`src/rtl/riscv_pkg.sv`:
```
// Shared pipeline definitions: opcode constants, hazard FSM state encoding
// and the control bundle driven by the hazard unit.
package riscv_pkg;

  localparam logic [6:0] OP_NOP = 7'b0000000;
  localparam logic [6:0] OP_R   = 7'b0110011;
  localparam logic [6:0] OP_I   = 7'b0010011;
  localparam logic [6:0] OP_LW  = 7'b0000011;
  localparam logic [6:0] OP_SW  = 7'b0100011;
  localparam logic [6:0] OP_BEQ = 7'b1100011;

  typedef enum logic [1:0] {
    ST_RUN   = 2'd0,
    ST_STALL = 2'd1,
    ST_HOLD  = 2'd2
  } hz_state_e;

  typedef struct packed {
    logic pc_write;
    logic if_id_write;
    logic control_sel;
    logic if_id_flush;
  } hz_ctrl_t;

  localparam hz_ctrl_t CTRL_NORMAL = '{pc_write: 1'b1, if_id_write: 1'b1,
                                       control_sel: 1'b0, if_id_flush: 1'b0};
  localparam hz_ctrl_t CTRL_FREEZE = '{pc_write: 1'b0, if_id_write: 1'b0,
                                       control_sel: 1'b0, if_id_flush: 1'b0};
  localparam hz_ctrl_t CTRL_BUBBLE = '{pc_write: 1'b0, if_id_write: 1'b0,
                                       control_sel: 1'b1, if_id_flush: 1'b0};
  localparam hz_ctrl_t CTRL_FLUSH  = '{pc_write: 1'b1, if_id_write: 1'b1,
                                       control_sel: 1'b1, if_id_flush: 1'b1};

  // x0 never carries a dependency, so a load targeting it is harmless.
  function automatic logic reg_match(input logic [4:0] rd, input logic [4:0] rs,
                                     input logic used);
    return used && (rd != 5'd0) && (rd == rs);
  endfunction

endpackage

```
`src/rtl/reg_use_decode.sv`:
```
// Opcode decode telling the hazard unit which source register fields of the
// IF/ID instruction are actually read.
module reg_use_decode
  import riscv_pkg::*;
(
  input  logic [6:0] opcode,
  output logic       use_rs1,
  output logic       use_rs2
);

  always_comb begin
    use_rs1 = 1'b0;
    use_rs2 = 1'b0;
    case (opcode)
      OP_R, OP_SW, OP_BEQ: begin
        use_rs1 = 1'b1;
        use_rs2 = 1'b1;
      end
      OP_I, OP_LW: begin
        use_rs1 = 1'b1;
      end
      default: begin
        use_rs1 = 1'b0;
        use_rs2 = 1'b0;
      end
    endcase
  end

endmodule

```
`src/rtl/hazard_unit.sv`:
```
// Pipeline hazard unit: load-use stall, taken-branch flush, memory-busy hold.
// Optional performance counters are built when HAZARD_PERF_CNT_EN is defined.
//
// state    | meaning
// ---------+--------------------------------------------------------------
// ST_RUN   | normal issue; detect branch flush and load-use hazards
// ST_STALL | second cycle of a load-use stall; detection suppressed
// ST_HOLD  | memory busy; pipeline frozen, prior state kept in saved_q
module hazard_unit
  import riscv_pkg::*;
(
  input  logic        clk,
  input  logic        reset,
  input  logic [6:0]  id_opcode,
  input  logic [4:0]  id_rs1,
  input  logic [4:0]  id_rs2,
  input  logic        ex_memread,
  input  logic [4:0]  ex_rd,
  input  logic        ex_branch_taken,
  input  logic        mem_busy,
  output logic        pc_write,
  output logic        if_id_write,
  output logic        control_sel,
  output logic        if_id_flush,
  output logic [31:0] stall_cnt,
  output logic [31:0] flush_cnt
);

  logic      use_rs1;
  logic      use_rs2;
  logic      load_use;
  hz_state_e state_q;
  hz_state_e state_d;
  hz_state_e saved_q;
  hz_state_e saved_d;
  hz_state_e eff_state;
  hz_ctrl_t  ctrl;

  reg_use_decode u_reg_use_decode (
    .opcode  (id_opcode),
    .use_rs1 (use_rs1),
    .use_rs2 (use_rs2)
  );

  assign load_use = ex_memread &&
                    (reg_match(ex_rd, id_rs1, use_rs1) ||
                     reg_match(ex_rd, id_rs2, use_rs2));

  always_ff @(posedge clk or posedge reset) begin
    if (reset) begin
      state_q <= ST_RUN;
      saved_q <= ST_RUN;
    end else begin
      state_q <= state_d;
      saved_q <= saved_d;
    end
  end

  always_comb begin
    state_d   = state_q;
    saved_d   = saved_q;
    ctrl      = CTRL_NORMAL;
    // Leaving HOLD behaves exactly like the remembered state in the same cycle.
    eff_state = (state_q == ST_HOLD) ? saved_q : state_q;
    if (reset) begin
      state_d = ST_RUN;
      saved_d = ST_RUN;
      ctrl    = CTRL_NORMAL;
    end else if (mem_busy) begin
      ctrl    = CTRL_FREEZE;
      state_d = ST_HOLD;
      if (state_q != ST_HOLD) begin
        saved_d = state_q;
      end
    end else begin
      case (eff_state)
        ST_STALL: begin
          ctrl    = ex_branch_taken ? CTRL_FLUSH : CTRL_NORMAL;
          state_d = ST_RUN;
        end
        default: begin
          if (ex_branch_taken) begin
            ctrl    = CTRL_FLUSH;
            state_d = ST_RUN;
          end else if (load_use) begin
            ctrl    = CTRL_BUBBLE;
            state_d = ST_STALL;
          end else begin
            ctrl    = CTRL_NORMAL;
            state_d = ST_RUN;
          end
        end
      endcase
    end
  end

  assign pc_write    = ctrl.pc_write;
  assign if_id_write = ctrl.if_id_write;
  assign control_sel = ctrl.control_sel;
  assign if_id_flush = ctrl.if_id_flush;

`ifdef HAZARD_PERF_CNT_EN
  logic [31:0] stall_q;
  logic [31:0] flush_q;

  always_ff @(posedge clk or posedge reset) begin
    if (reset) begin
      stall_q <= 32'd0;
      flush_q <= 32'd0;
    end else begin
      if (!ctrl.pc_write) begin
        stall_q <= stall_q + 32'd1;
      end
      if (ctrl.if_id_flush) begin
        flush_q <= flush_q + 32'd1;
      end
    end
  end

  assign stall_cnt = stall_q;
  assign flush_cnt = flush_q;
`else
  assign stall_cnt = 32'd0;
  assign flush_cnt = 32'd0;
`endif

endmodule

```
`config.mk`:
```
export PLATFORM = sky130hd
export DESIGN_NAME = hazard_unit
export DESIGN_NICKNAME = d
export VERILOG_FILES = /design/src/rtl/riscv_pkg.sv /design/src/rtl/reg_use_decode.sv /design/src/rtl/hazard_unit.sv
export SDC_FILE = /design/constraint.sdc
export NUM_CORES = 1
export LEC_CHECK = 0
export CAP_MARGIN = 20
export CORE_MARGIN = 5
export CORE_UTILIZATION = 25
export DETAILED_ROUTE_END_ITERATION = 10
export GPL_ROUTABILITY_DRIVEN = 0
export GPL_TIMING_DRIVEN = 0
export PLACE_DENSITY_LB_ADDON = 0.2
export RECOVER_POWER = 25
export SKIP_LAST_GASP = 1
export SYNTH_ARGS = -nofsm -noshare
export SYNTH_HDL_FRONTEND = slang
export SYNTH_SLANG_ARGS = --single-unit
```
`constraint.sdc`:
```
create_clock -name clk -period 1.5 [get_ports clk]
set_clock_uncertainty 0.15 [all_clocks]
set_input_delay 0.225 -clock clk [delete_from_list [all_inputs] [get_ports clk]]
set_output_delay 0.225 -clock clk [all_outputs]
set_load 0.01 [all_outputs]
```
# Yosys cells after proc, flatten, opt, wreduce, memory -nomap -nowiden
# Index checks and enable logic that the tools add are counted.
[classes] n_eq_ne=10 mux=17 n_reduce_logical=12
[op_table] op="2-to-1 mux 4 bit" n=5
[op_table] op="== test 7 x 6 -> 1 bit, second input constant" n=2
[op_table] op="2-to-1 mux 2 bit" n=7
[op_table] op="== test 5 bit" n=2
[op_table] op="== test 7 x 2 -> 1 bit, second input constant" n=1
[op_table] op="== test 7 x 5 -> 1 bit, second input constant" n=1
[op_table] op="== test 7 bit, second input constant" n=1
[op_table] op="logical AND 1 bit" n=5
[op_table] op="2-to-1 mux 1 bit" n=5
[op_table] op="nonzero test 5 bit" n=1
[op_table] op="OR reduction 5 bit" n=1
[op_table] op="nonzero test 2 bit" n=2
[op_table] op="OR reduction 3 bit" n=1
[op_table] op="== test 2 x 1 -> 1 bit, second input constant" n=1
[op_table] op="== test 2 bit, second input constant" n=1
[op_table] op="!= test 2 bit, second input constant" n=1
[op_table] op="AND reduction 2 bit" n=1
[op_table] op="logical OR 1 bit" n=1
[totals] reg_bits=4 inputBits=27 out_inout_bits=68 elab_cells=41

# Depth between registers and ports, before layout
# Gate-level depths: netlist of the first run.
[logic_depth] ltp_word=12 depth_mapped=5 depth_no_buf=4

# Modules after synthesis
# A second synthesis of the first run with hierarchy kept.
[hier_totals] hier_cells=112 hier_area_um2=887.1
[modules_own_cells] module="hazard_unit" n_inst=1 cells_per_inst=107 area_per_inst_um2=849.6 seq_area_each_um2=100.1
[modules_own_cells] module="reg_use_decode" n_inst=1 cells_per_inst=5 area_per_inst_um2=37.5 seq_area_each_um2=0.0

# Worst setup path before layout of the first run
# OpenSTA, ideal clock, no wires.
[synth_timing] path_type="input to output" start="input id_opcode[3]" end="output pc_write" arrival_ns=1.257 required_time_ns=1.125 path_slack_ns=-0.132 path_stages=5 path_buffers=1 path_cell_list="nor4bb_1 and3_1 nand3_1 o41a_1 buf_4"
[synth_between] elab_chain_cells=12 elab_cells_between_ends=20 cone_classes="5 x eq/ne; 7 x mux; 8 x reduce/logical"
[synth_lines] item="start, declared" line_no="hazard_unit.sv:14" text="input logic [6:0] id_opcode,"
[synth_lines] item="== test 7 x 6 -> 1 bit, or another cell as far along" line_no="reg_use_decode.sv:14" text="case (opcode)"
[synth_lines] item="OR reduction 5 bit (no line) / OR reduction 3 bit (equally long branches)"
[synth_lines] item="2-to-1 mux 1 bit" line_no="reg_use_decode.sv:14"
[synth_lines] item="logical AND 1 bit (2 in series)" line_no="riscv_pkg.sv:37" text="return used && (rd != 5'd0) && (rd == rs);"
[synth_lines] item="logical OR 1 bit *" line_no="hazard_unit.sv:46" text="(reg_match(ex_rd, id_rs1, use_rs1) ||"
[synth_lines] item="logical AND 1 bit *" line_no="hazard_unit.sv:45" text="assign load_use = ex_memread &&"
[synth_lines] item="2-to-1 mux 4 bit *" line_no="hazard_unit.sv:85" text="end else if (load_use) begin"
[synth_lines] item="2-to-1 mux 4 bit *" line_no="hazard_unit.sv:82" text="if (ex_branch_taken) begin"
[synth_lines] item="2-to-1 mux 4 bit *" line_no="hazard_unit.sv:76" text="case (eff_state)"
[synth_lines] item="2-to-1 mux 4 bit *" line_no="hazard_unit.sv:69" text="end else if (mem_busy) begin"
[synth_lines] item="2-to-1 mux 4 bit *" line_no="hazard_unit.sv:65" text="if (reset) begin"
[synth_lines] item="end, declared" line_no="hazard_unit.sv:21" text="output logic pc_write,"
# Mark *: on every way between the ends. The rest lies on a longest branch, timed or not.

# Final worst setup path of the first run
[layout_timing] start="register state_q[1]" end="output pc_write"
[layout_between] elab_chain_cells=6
[layout_lines] item="start, declared" line_no="hazard_unit.sv:32" text="hz_state_e state_q;"
[layout_lines] item="start signal, assigned" line_no="hazard_unit.sv:54" text="state_q <= state_d;"
[layout_lines] item="== test 2 bit" line_no="hazard_unit.sv:64" text="eff_state = (state_q == ST_HOLD) ? saved_q : state_q;"
[layout_lines] item="2-to-1 mux 2 bit *" line_no="hazard_unit.sv:64"
[layout_lines] item="== test 2 x 1 -> 1 bit *" line_no="hazard_unit.sv:76"
[layout_lines] item="2-to-1 mux 4 bit *" line_no="hazard_unit.sv:76"
[layout_lines] item="2-to-1 mux 4 bit *" line_no="hazard_unit.sv:69"
[layout_lines] item="2-to-1 mux 4 bit *" line_no="hazard_unit.sv:65"
# Marks and branches as above.

==> run metrics, run 1 <==
Yosys top cell by area=buf_4; GRT overflow=0; PnR worst setup slack=-0.459 ns; initial antenna violation count=0; Final Power=0.577 mW; RSZ-0062 raised after global routing=true; Crit path max-delay family=compound AO/OA/AOI/OAI gates; Critical Path RT=1.12 ns; Post-Layout Cell Count=260; synth-to-layout area growth=74.0%; Post-synth EDFFs=0; Max Fclk=510 MHz; Nets=243; Initial DRT Pass Iterations=2; maximum fanout along the worst path=3; commonest cells in the netlist=buf_4, xnor2_1, nor2_1; CP max-delay cell=dfrtp_1; clock root buffer=clkbuf_4; CP peak stage delay=0.37 ns; Netlist cell types=20; Rows=21; post-synthesis sequential area ratio=0.116; PD cells=385 nW/µm²; final instance area=1500 µm²; clock sink count=4; Crit path buffers/inverters=2; core area=3340 µm²; Chip Width=68.7 µm; placed instance count=252; clk_lat worst skew=0.23 ns; largest net degree at the start of global routing=7; CP arrival=1.58 ns; share of cells above drive strength 1=0.402; min Tclk post-route=1.96 ns; die height=68.7 µm; HP Start=reset; vias per inst=3.00; Synth Warn #=0; initial DRC count=4; count leader, synth=buf_4; htree depth=1; routed len/inst=7.99 µm; Setup Viol. Count Final=3; Setup crit start=state_q[1]$_DFF_PP0_; min-delay worst type=primary input to flop; Max Root-Sink Buffers=2; drt total wl=2.08 mm; dominant synthesized flop cell=dfrtp_1; fill count=359; Startpoint Class=flop; critical path, cell by cell=nor4bb_1 -> a21oi_2 -> nand3_2 -> o41a_1 -> buf_4 -> buf_6; static leakage=0.902 nW; Starting Density=0.258; first-pass GRT wire length=2.55 mm; IO Pins=95; CTS tree=done; Max Slew Vio Count=0; Tot GR Track Use=0.0714; clock-pin slew on the worst setup and hold paths=0.04 ns; Die ar.=4720 µm²; clock buffer count from CTS=3; Synth Instances=113; antenna-violating nets left=0; vias in the first global route=596; n_diodes=0; critical path class=flop to output pin; post-DP HPWL=1.93 mm; Synth Cell Area=861 µm²; Async SR Flop Fraction=1.00; Worst setup EP type=output pin; area post-placement=1460 µm²; largest cells by area after synthesis=buf_4, dfrtp_1, xnor2_1; Final Cycle Share=1.31; status=complete, but fails checks; vias=781; Crit Reg-Reg Startpoint=state_q[0]$_DFF_PP0_; FF+latch count, synth=4; Worst VDD drop=0.000202 V; Final Hold Fails=0; # port buffers=30; # Max-Cap Violations=0; DRC Markers=0; failing checks=negative setup slack; Mean Syn Cell Area=7.62 µm²; Synth top area share=0.567
## registers in the layout (all words and copies together), names as in the netlist
| signal | count |
|---|---|
| saved_q | 2 |
| state_q | 2 |
## placed cells by master (no fill, tap or decap), types with 2 or more instances in the layout
master	Yosys	routed
nand4_1	2	2
dfrtp_1	4	4
dlygate4sd2_1	0	11
nor2_1	6	6
xnor2_1	10	10
clkbuf_2	0	6
clkdlybuf4s15_1	0	7
nor4bb_1	2	2
nand2b_1	3	2
clkbuf_4	0	3
buf_4	65	69
nand2_1	5	5
clkdlybuf4s50_1	0	2
conb_1	1	64
buf_2	0	2
inv_1	3	3
## worst reg2reg max path: stages, from the launching register on
cell	delay, ns
dfrtp_1	0.39
nor4bb_1	0.40
a21oi_2	0.08
buf_4	0.14
nand4_1	0.07
nor2_1	0.05
## logic make-up after synthesis
group           after synthesis  synth area share
compound gates                7            0.0581
simple gates                 23             0.140
xor+xnor                     10             0.102
flops                         4             0.116
other cells                   1           0.00436
buf+inv                      68             0.580
## metrics by stage
stage                     utilization  worst slack, ns  hold slack, ns  TNS, ns
after global routing            0.449           -0.534           0.277    -1.42
after detailed placement        0.436            -1.15           0.372    -3.72
final                           0.449           -0.459           0.245    -1.20
after CTS                       0.446           -0.516           0.242    -1.32
after global placement          0.436            -1.15           0.356    -3.74
after floorplan                     -           -0.132          -0.142   -0.132
## metal layers
metal,vias up,GRT usage,part of all wire
li1,433,-,-
met1,304,0.0824,0.35
met2,44,0.117,0.49
met3,0,0.0324,0.15
met4,0,0.0223,0
met5,-,0,0
## area by class of cell
| class | instances | area, µm² | share of cell area |
|---|---|---|---|
| buffer | 65 | 488 | 0.326 |
| clock buffer | 3 | 22.5 | 0.0150 |
| inverter | 3 | 11.3 | 0.00752 |
| multi-input combinational | 104 | 528 | 0.353 |
| sequential | 4 | 100 | 0.0668 |
| tap | 46 | 57.6 | 0.0384 |
| timing repair buffer | 35 | 290 | 0.194 |
## final timing paths
check	endpoint	slack, ns	depth (start not counted)
max reg2reg	state_q[0]$_DFF_PP0_	0.10	5
max in group asynchronous	saved_q[0]$_DFFE_PP0P_	0.51	3
min in group asynchronous	state_q[1]$_DFF_PP0_	0.52	3
max	pc_write	-0.46	6
min	saved_q[0]$_DFFE_PP0P_	0.24	2
min reg2reg	saved_q[0]$_DFFE_PP0P_	0.37	2
## power by group
group | total, mW | internal (mW) | switching [mW]
logic | 0.340 | 0.190 | 0.150
registers | 0.111 | 0.110 | 0.000778
clock network | 0.126 | 0.0890 | 0.0373
total | 0.577 | 0.389 | 0.188
## timing repair
action                                 4_1_cts  5_1_grt
endpoints found under the hold margin        4        0
setup buffers                                2        2
gates resized for setup                     46       18
setup endpoints to repair                    4        4
cloned                                       0        0
hold buffers                                 1        0
pin swaps                                   18       12
Power figures use the tool's default switching activity.
==> run 2: changes to the inputs <==
--- a/config.mk
+++ b/config.mk
@@ -10,7 +10,6 @@
 export CORE_UTILIZATION = 25
 export DETAILED_ROUTE_END_ITERATION = 10
 export GPL_ROUTABILITY_DRIVEN = 0
-export GPL_TIMING_DRIVEN = 0
 export PLACE_DENSITY_LB_ADDON = 0.2
 export RECOVER_POWER = 25
 export SKIP_LAST_GASP = 1
==> run metrics, run 2 (same netlist as run 1, synthesis figures left out) <==
clock buffer count from CTS=3 (unchanged); CP arrival=1.53 ns (-0.05 ns); core area=3340 µm² (unchanged); Switching Share=0.376 (+0.0506); drt total wl=1.88 mm (-9.3%); Max Fclk=526 MHz (+3.0%); Max Slew Vio Count=0 (unchanged); Max Root-Sink Buffers=2 (unchanged); clock root buffer=clkbuf_4; clock-pin slew on the worst setup and hold paths=0.04 ns (about the same); htree depth=1 (unchanged); Starting Density=0.258 (unchanged); # Max-Cap Violations=0 (unchanged); PnR worst setup slack=-0.401 ns (+0.0579 ns); post-DP HPWL=1.67 mm (-13%); Final Cycle Share=1.27 (-0.0386); clock sink count=4 (unchanged); Startpoint Class=primary input; Clock Power Share=0.282 (+0.063); Crit path buffers/inverters=2 (unchanged); Setup Viol. Count Final=3 (unchanged); clk_lat worst skew=0.23 ns (about the same); n_diodes=0 (unchanged); antenna-violating nets left=0 (unchanged); status=complete, but fails checks; PD cells=436 nW/µm² (+13%); Tot GR Track Use=0.0656 (-0.00574); share of cells above drive strength 1=0.191 (-0.211); Comb power frac=0.477 (-0.112); Worst setup EP type=output pin; synth-to-layout area growth=22.7%; RSZ-0062 raised after global routing=true; critical path class=primary input to output pin; Critical Path RT=1.12 ns (about the same); dpl ws=-1.03 ns (+0.118 ns); min-delay worst type=primary input to async pin; Chip Width=68.7 µm (unchanged); switching pwr=0.173 mW (-7.9%); most frequent cells in the layout=conb_1, xnor2_1, dlygate4sd2_1; CP max-delay cell=o41a_1; largest net degree at the start of global routing=6 (-1); initial DRC count=2 (-2); Initial DRT Pass Iterations=4 (+2); biggest regs=saved_q x2, state_q x2; critical path, cell by cell=dlygate4sd2_1 -> xnor2_1 -> nand3_1 -> o22a_1 -> o41a_1 -> buf_2; vias in the first global route=526 (-12%); # port buffers=30 (unchanged); Final Power=0.460 mW (-20%); vias=641 (-18%); CP peak stage delay=0.39 ns (+0.02 ns); GRT overflow=0 (unchanged); P_int=0.287 mW (-26%); first-pass GRT wire length=2.30 mm (-9.5%); CTS tree=done; Rows=21 (unchanged); Crit path max-delay family=compound AO/OA/AOI/OAI gates; met1 usage=0.0736 (-0.00879); routed len/inst=9.51 µm (+19%); maximum fanout along the worst path=3 (unchanged); commonest non-fill, non-tap cell in the layout=conb_1; Worst VDD drop=0.000206 V (+1.7%); Nets=181 (-26%); IO Pins=95 (unchanged); vias per inst=3.24 (+7.8%); min Tclk post-route=1.90 ns (-0.0579 ns); sequential share of power=0.241 (+0.049); die height=68.7 µm (unchanged); met2 Use GR=0.113 (-0.00358); Die ar.=4720 µm² (unchanged); GR peak layer=met2; static leakage=0.565 nW (-37%); failing checks=negative setup slack; DRC Markers=0 (unchanged); GR met3 Demand/Resource=0.0243 (-0.00810); initial antenna violation count=0 (unchanged); Final Hold Fails=0 (unchanged)
==> run 2: changes by cell type in the layout (fill, tap and decap cells not counted), sizes merged <==
cell / change
clkdlybuf4s50: +1
clkbuf: +1
dlygate4sd2: -2
buf: -62
dlygate4sd3: -1
dlymetal6s2s: +1
==> run 2: what timing repair did <==
item,CTS,global route
hold endpoints to repair,0,0
resized for setup,45,27
pin swaps,17,14
hold buffers,0,0
endpoints found under the setup margin,4,4
buffers inserted,1,1
==> run 2: cell type report <==
type,instances,area (µm²)
clock buffer,3,22.5
fill,377,2280
inverter,3,11.3
multi-input combinational,104,553
sequential,4,100
tap,46,57.6
timing repair buffer,38,312
==> run 2: metrics by stage <==
stage | area, µm² | instances | hold slack [ns] | setup TNS [ns] | utilization
after floorplan | 1100 | 176 | -0.142 | -0.132 | -
after global placement | 1010 | 193 | 0.345 | -3.59 | 0.303
after detailed placement | 1010 | 193 | 0.356 | -3.59 | 0.303
after CTS | 1020 | 197 | 0.268 | -1.22 | 0.305
after global routing | 1060 | 198 | 0.128 | -1.40 | 0.316
final | 1060 | 198 | 0.0580 | -1.08 | 0.316
==> run 2: worst register-to-register path, delay by kind of cell, from the launching register on <==
family | cells | cell delay [ns]
flip-flops | 1 | 0.41
AND/OR/NAND/NOR | 3 | 0.43
AO/OA/AOI/OAI | 1 | 0.07
==> run 2: layer usage <==
metal	vias to the layer above	wire, µm
met5	-	0
met4	0	0
met3	0	294
met2	44	949
met1	286	639
li1	311	-
==> run 2: path summary, 6_finish.rpt <==
| kind | startpoint | cells after the start | end | slack [ns] |
|---|---|---|---|---|
| worst max register to register | state_q[0]$_DFF_PP0_ | 4 | state_q[0]$_DFF_PP0_ | 0.34 |
| worst min-delay path | reset | 4 | state_q[1]$_DFF_PP0_ | 0.06 |
| worst min register to register | saved_q[1]$_DFFE_PP0P_ | 2 | saved_q[1]$_DFFE_PP0P_ | 0.42 |
| min in group clk | id_opcode[6] | 4 | state_q[0]$_DFF_PP0_ | 0.19 |
| worst max-delay path | id_rs1[4] | 6 | if_id_write | -0.40 |
| max in group asynchronous | reset | 4 | saved_q[1]$_DFFE_PP0P_ | 0.95 |
==> run 2: power by group through the flow <==
stage               clock (mW)  sequential [mW]  combinational (mW)
finish                   0.130            0.111               0.219
floorplan                    0            0.112               0.245
global route             0.147            0.111               0.247
detailed placement           0            0.112               0.225
CTS                      0.139            0.111               0.209
global placement             0            0.112               0.225
